**config.mk**
```make
export PLATFORM = sky130hd
export DESIGN_NAME = hazard_stall_controller
export DESIGN_NICKNAME = d
export VERILOG_FILES = /design/src/rtl/hazard_stall_controller.sv
export SDC_FILE = /design/constraint.sdc
export NUM_CORES = 1
export LEC_CHECK = 0
export ABC_AREA = 1
export BUFFER_PORTS_ARGS = -buffer_cell sky130_fd_sc_hd__buf_2
export CAP_MARGIN = 0
export CORE_ASPECT_RATIO = 1.4
export CORE_MARGIN = 1.5
export CORE_UTILIZATION = 45
export DETAILED_ROUTE_END_ITERATION = 12
export MAX_ROUTING_LAYER = met4
export PLACE_DENSITY_LB_ADDON = 0.12
export SLEW_MARGIN = 20
export SYNTH_ARGS = -nofsm -noshare
export SYNTH_HDL_FRONTEND = slang
export SYNTH_SLANG_ARGS = --single-unit
```
**constraint.sdc**
```tcl
create_clock -name clk -period 2.77 [get_ports clk]
set_clock_uncertainty 0.2 [all_clocks]
set_input_delay 0.831 -clock clk [delete_from_list [all_inputs] [get_ports clk]]
set_output_delay 0.831 -clock clk [all_outputs]
set_load 0.01 [all_outputs]
```
**src/rtl/hazard_stall_controller.sv**
```systemverilog
// Pipeline hold/flush/bubble sequencer for the 5-stage RV32I core: load-use stalls,
// taken-branch flushes and multi-cycle data-memory waits, plus debug counters.
`timescale 1ns/1ps
module hazard_stall_controller #(
  parameter int CNT_W        = 16,
  parameter int MAX_MEM_WAIT = 15
) (
  input  logic             clk,
  input  logic             rst_n,
  input  logic [4:0]       id_rs1,
  input  logic [4:0]       id_rs2,
  input  logic             id_uses_rs1,
  input  logic             id_uses_rs2,
  input  logic [4:0]       ex_rd,
  input  logic             ex_mem_read,
  input  logic             ex_branch_taken,
  input  logic             ma_mem_req,
  input  logic             ma_mem_ready,
  output logic             pc_hold,
  output logic             if_id_hold,
  output logic             id_ex_hold,
  output logic             ex_ma_hold,
  output logic             if_id_flush,
  output logic             id_ex_bubble,
  output logic             ma_wb_bubble,
  output logic             mem_timeout,
  output logic [CNT_W-1:0] stall_cycles,
  output logic [1:0]       state
);

  localparam logic [1:0] RUN      = 2'd0;
  localparam logic [1:0] MEM_WAIT = 2'd1;
  localparam logic [1:0] FLUSH    = 2'd2;
  localparam logic [7:0] WAIT_LAST = 8'(MAX_MEM_WAIT - 1);

  logic [1:0]       state_r;
  logic [1:0]       state_next_s;
  logic             flush_pending_r;
  logic             flush_pending_next_s;
  logic [7:0]       wait_cnt_r;
  logic             mem_timeout_r;
  logic [CNT_W-1:0] stall_cycles_r;
  logic             mem_stall_s;
  logic             load_use_s;
  logic             do_flush_s;

  assign mem_stall_s = ma_mem_req & ~ma_mem_ready;
  assign load_use_s  = ex_mem_read & (ex_rd != 5'd0) &
                       ((id_uses_rs1 & (ex_rd == id_rs1)) | (id_uses_rs2 & (ex_rd == id_rs2)));
  // The wrong-path fetch must be dropped in FLUSH, or on the release of a wait that parked a flush.
  assign do_flush_s  = (state_r == FLUSH) | ((state_r == MEM_WAIT) & flush_pending_r);

  // State and parked-flush register.
  always_ff @(posedge clk or negedge rst_n) begin
    if (!rst_n) begin
      state_r         <= RUN;
      flush_pending_r <= 1'b0;
    end else begin
      state_r         <= state_next_s;
      flush_pending_r <= flush_pending_next_s;
    end
  end

  // Next-state selection with mem_stall > flush > branch priority.
  always_comb begin
    state_next_s         = RUN;
    flush_pending_next_s = 1'b0;
    if (mem_stall_s) begin
      state_next_s = MEM_WAIT;
      if ((state_r == FLUSH) || ex_branch_taken) begin
        flush_pending_next_s = 1'b1;
      end else begin
        flush_pending_next_s = flush_pending_r;
      end
    end else if (do_flush_s) begin
      state_next_s = RUN;
    end else if (ex_branch_taken) begin
      state_next_s = FLUSH;
    end else begin
      state_next_s = RUN;
    end
  end

  // Pipeline-register controls, combinational from state and inputs.
  always_comb begin
    pc_hold      = 1'b0;
    if_id_hold   = 1'b0;
    id_ex_hold   = 1'b0;
    ex_ma_hold   = 1'b0;
    if_id_flush  = 1'b0;
    id_ex_bubble = 1'b0;
    ma_wb_bubble = 1'b0;
    if (mem_stall_s) begin
      pc_hold      = 1'b1;
      if_id_hold   = 1'b1;
      id_ex_hold   = 1'b1;
      ex_ma_hold   = 1'b1;
      ma_wb_bubble = 1'b1;
    end else if (do_flush_s) begin
      if_id_flush  = 1'b1;
    end else if (ex_branch_taken) begin
      if_id_flush  = 1'b1;
      id_ex_bubble = 1'b1;
    end else if (load_use_s) begin
      pc_hold      = 1'b1;
      if_id_hold   = 1'b1;
      id_ex_bubble = 1'b1;
    end else begin
      pc_hold      = 1'b0;
    end
  end

  // Consecutive-wait counter, sticky timeout flag and saturating stall counter.
  always_ff @(posedge clk or negedge rst_n) begin
    if (!rst_n) begin
      wait_cnt_r     <= 8'd0;
      mem_timeout_r  <= 1'b0;
      stall_cycles_r <= {CNT_W{1'b0}};
    end else begin
      if (mem_stall_s) begin
        if (wait_cnt_r != 8'hFF) begin
          wait_cnt_r <= wait_cnt_r + 8'd1;
        end
        if (wait_cnt_r >= WAIT_LAST) begin
          mem_timeout_r <= 1'b1;
        end
      end else begin
        wait_cnt_r <= 8'd0;
      end
      if (pc_hold && (stall_cycles_r != {CNT_W{1'b1}})) begin
        stall_cycles_r <= stall_cycles_r + {{(CNT_W-1){1'b0}}, 1'b1};
      end
    end
  end

  assign state        = state_r;
  assign mem_timeout  = mem_timeout_r;
  assign stall_cycles = stall_cycles_r;

endmodule
```
-- After elaboration in Yosys (flattened, before gate mapping)
Index checks and enable logic that the tools add are counted.
- bits in registers: 28
- latch bits: 0
- bits in writable memories: 0
- bits in read-only memories: 0
- bits of input ports: 23
- output and inout bits: 26
- logic and storage cells: 47
- memories kept: 0
- add/sub/neg operators: 2
- multiply operators: 0
- divide/modulo/power cells: 0
- $lt $le $gt $ge: 1
- equal/unequal tests: 8
- shifts and indexed selects: 0
- mux-type cells: 18
- bitwise gates (word level): 9
- reduce and logical (&&, ||, !) cells: 4
- operators by type and width (kind ; count):
    16-bit by 1-bit adder with 16-bit output (second input constant) ; 1
    8-bit 2-to-1 mux ; 2
    16-bit inequality test (second input constant) ; 1
    1-bit 2-to-1 mux ; 13
    5-bit == test ; 2
    8-bit by 1-bit adder with 8-bit output (second input constant) ; 1
    8-bit by 4-bit >= comparator with 1-bit output (second input constant) ; 1
    8-bit inequality test (second input constant) ; 1
    1-bit AND ; 6
    2-bit 2-to-1 mux ; 3
    5-bit nonzero test ; 1
    2-bit by 1-bit inequality test with 1-bit output (second input constant) ; 2
    2-bit by 1-bit == test with 1-bit output (second input constant) ; 1
    2-bit == test (second input constant) ; 1
    1-bit OR ; 2
    2-bit AND reduction ; 1
    1-bit logical AND ; 1
    1-bit logical OR ; 1
    1-bit NOT ; 1

-- Depth between registers and ports, before layout
- depth after elaboration: 9
- depth in mapped cells: 12
- gate-level depth less buffers: 11

-- Worst setup path after synthesis
Ideal clock, no wire load.
- kind: input-to-output
- start: input port ma_mem_req
- end: output port pc_hold
- arrival time: 2.107 ns
- required time: 1.739 ns
- slack: -0.368 ns
- cell stages on the path: 7
- path through: inv_1 -> nor2_4 -> clkinv_1 -> o21ai_2 -> inv_1 -> a21oi_1 -> buf_4
- cells in the longest elaborated chain, start to end: 2
- RTL lines (item ; RTL line ; RTL):
    start: declaration ; 17 ; input logic ma_mem_req,
    1-bit AND ; 47 ; assign mem_stall_s = ma_mem_req & ~ma_mem_ready;
    1-bit 2-to-1 mux ; - ;
    end: declaration ; 19 ; output logic pc_hold,
No other way between the ends.

-- Final worst setup path
- start: input port ex_rd[2]
- end: output port if_id_hold
- cells in the longest elaborated chain, start to end: 8
- elaborated cells between the ends (all ways): 12
- classes of those cells: eq/ne (2); mux (4); bitwise (5); reduce/logical (1)
- RTL lines (item ; RTL line ; RTL):
    start: declaration ; 14 ; input logic [4:0] ex_rd,
    5-bit == test ; 49 ; ((id_uses_rs1 & (ex_rd == id_rs1)) | (id_uses_rs2 & (ex_rd == id_rs2)));
    1-bit AND ; 49 ;
    1-bit OR ; 49 ;
    1-bit AND * ; 48 ; assign load_use_s = ex_mem_read & (ex_rd != 5'd0) &
    1-bit 2-to-1 mux * ; 104 ; end else if (load_use_s) begin
    1-bit 2-to-1 mux * ; 101 ; end else if (ex_branch_taken) begin
    1-bit 2-to-1 mux * ; 99 ; end else if (do_flush_s) begin
    1-bit 2-to-1 mux * ; 93 ; if (mem_stall_s) begin
    end: declaration ; 20 ; output logic if_id_hold,
Mark *: on every way between the ends. The rest lies on a longest branch, timed or not.

==> results.txt <==
Status - complete, no violations
Fin. Hold Viols - 0
Crit-path max FO - 3
Clock power frac - 0.325
1st-pass router iterations - 4
Fillers - 400
Nets - 340
Min-Delay Endpoint - mem_timeout
Layout cell share with drive strength beyond 1 - 0.275
HP Start - mem_timeout
Initial Utilization - 0.471
Critical R2R Launch - stall_cycles[0]
Fin Hold WS - 0.271 ns
Rows - 27
Worst slew pin tran - 0.619 ns
Avg Inst Size Synth - 7.02 um2
PwrDens - 443 nW/um2
FMAX - 0.364 GHz
Setup_tns - 0 ns
WP data required - 1.74 ns
Tot Pwr - 1030 uW
Sinks on Clock Net - 28
Unrepaired setup endpoints after global routing - true
Chip Width - 57.1 um
CTS tree - done
CP startpoint - ex_rd[2]
Worst-path clk slew - 0.10 ns
VDD IR max - 0.000295 V
Critical path's slowest cell - a21oi_4
Max H-tree Level - 1
Crit-path leading delay family - simple AND/OR/NAND/NOR gates
DIE HEIGHT - 78.8 um
CP Launch Type - input port
Pint - 727 uW
GRT Overall Usage - 0.207
Reg2reg end - stall_cycles[10]
CP most frequent cell - nand2_1
DRT Wirelength - 4310 um
CP Cell Sequence - buf_8, nand2_1, nand2_1, nor2_1, nand3_1, nand2_1, nand2_2, a21oi_4, buf_2
Post-Layout Cell Count - 356
Worst EP arrival - 1.72 ns
Synth area leader - dfrtp_1
Syn nets - 289
Skew-Pair Late Insertion Delay - 0.28 ns
Remaining DRCs - 0
Largest cells by area after synthesis - dfrtp_1 38%, nand2_1 19%, inv_1 6.3%, nand4_1 6.1%, nor2_1 5.9%
Mean routed wirelength per cell - 12.1 um
Post-synthesis to final-layout area growth - 26.5%
DR iter-0 viols - 36
Ports - 49
CP peak stage delay - 0.16 ns
Dpl hpwl - 3160 um
Number of global-route vias before repair - 1752
Final setup violation count - 0
Reg2Reg Depth - 9
Dpl cell area - 2160 um2
Antenna cell count - 0
R2r setup slk - 0.73 ns
Gpl congestion - 0.825
Total gr overflow - 0
Worst setup EP type - output pin
Die area - 4500 um2
Max clock buf depth - 2
Post-synthesis cell type count - 26
Port Buffers - 48
Vias - 1836
Relative slew slack - 0.587
Placed insts - 351
Minimum clock period - 2.75 ns
Antenna Nets Post-Route - 0
Max-cap violation count - 0
Pins over their slew limit - 0
Largest net degree at the start of global routing - 29
Commonest non-fill, non-tap cell in the layout - nand2_1
Initial antenna violation count - 0
Final instance area - 2330 um2
CP Class - in2out
Psw - 306 uW
Hold buffer count at CTS - 0
Most frequent cells in the layout - 84 x nand2_1, 37 x buf_2, 28 x nor2_1, 28 x dfrtp_1, 21 x inv_1
Synth Cell Area - 1850 um2
First-pass GRT wire length - 7230 um
Combinational power share - 0.214
Min-delay worst type - reg2reg
Number of synthesized register bits - 28
Clock root buffer - clkbuf_8
WHS Path Cells - 2
Core ar. - 3920 um2
Syn Inst Count - 263
Synth top area share - 0.380
Period utilization - 0.992
Sequential element share of the synthesized area - 0.380
Vias per cell - 5.16
Lkg Pwr - 0.00126 uW
Switching power share of the total - 0.297
Critical path buffer and inverter count - 2
Part of the power in registers - 0.460
Synth warn - 0
CTS Buf Count - 3
[cells by family (layout without fill, tap and decap cells)]
kind of cell | after synthesis | in the layout | share of synthesized area
buf+inv | 39 | 89 | 0.0915
simple gates | 161 | 161 | 0.387
xor+xnor | 13 | 13 | 0.0617
fa+ha+maj | 3 | 3 | 0.0203
flops | 28 | 28 | 0.380
compound gates | 19 | 19 | 0.0597
[state kept, by name, summed over array words and instances (netlist names)]
signal	flops
stall_cycles	16
wait_cnt_r	8
state	2
flush_pending_r	1
mem_timeout	1
[Yosys cell counts (all sizes together)]
| cell type | n |
|---|---|
| o21a | 1 |
| nand3 | 16 |
| clkinv | 1 |
| a31oi | 2 |
| dfrtp | 28 |
| buf | 7 |
| inv | 31 |
| nand3b | 1 |
| ha | 3 |
| xnor2 | 5 |
| o21ai | 10 |
| o31ai | 1 |
| a21oi | 4 |
| nor2 | 31 |
| nand4 | 18 |
| nor3 | 3 |
| a2bb2oi | 1 |
| xor2 | 8 |
| nand2 | 92 |
[worst max-delay path by stage]
stage / endpoint / depth (start not counted)
2_1_floorplan: pc_hold / 7
4_1_cts: pc_hold / 10
6_report: if_id_hold / 9
5_1_grt: if_id_hold / 9
3_5_place_dp: pc_hold / 10
3_3_place_gp: pc_hold / 10
[worst reg2reg max path, cell delays in order, from the launching register on]
cell	delay (ns)
dfrtp_1	0.43
ha_1	0.24
nand3_2	0.15
nor2_4	0.16
nand2_1	0.08
nor3_2	0.14
nand3_2	0.15
nand3_2	0.29
nand2_1	0.08
nand2_1	0.08
[power by group through the flow]
stage	registers [uW]	clock network [uW]	logic (uW)
floorplan	490	0	115
global placement	484	0	204
detailed placement	485	0	207
CTS	477	343	208
global route	483	356	250
finish	476	336	221
[stage by stage]
| step | setup slack, ns | utilization |
|---|---|---|
| global placement | -0.0192 | 0.550 |
| CTS | 0.00146 | 0.571 |
| floorplan | -0.0238 | - |
| detailed placement | -0.0461 | 0.550 |
| finish | 0.0234 | 0.596 |
| global route | -0.0791 | 0.596 |
[layer usage]
layer	GRT usage	vias to the layer above	routed length, um	share of wire
li1	-	939	-	-
met1	0.208	837	1660	0.39
met2	0.389	51	2360	0.55
met3	0.0293	9	196	0.046
met4	0.0884	0	86	0.020
met5	-	-	0	0
[repair_timing]
| item | CTS | global route |
|---|---|---|
| endpoints found under the setup margin | 3 | 3 |
| pin swaps | 1 | 20 |
| setup buffers | 1 | 0 |
| resized for setup | 1 | 33 |
[area by class of cell]
class	count	area [um2]	area share
flip-flops and latches	28	701	0.300
inverters	32	140	0.0600
clock buffers	3	41.3	0.0177
repair buffers	53	350	0.150
multi-input cells	196	1020	0.436
clock inverters	1	30.0	0.0129
well taps	43	53.8	0.0230
Power figures use the tool's default switching activity.
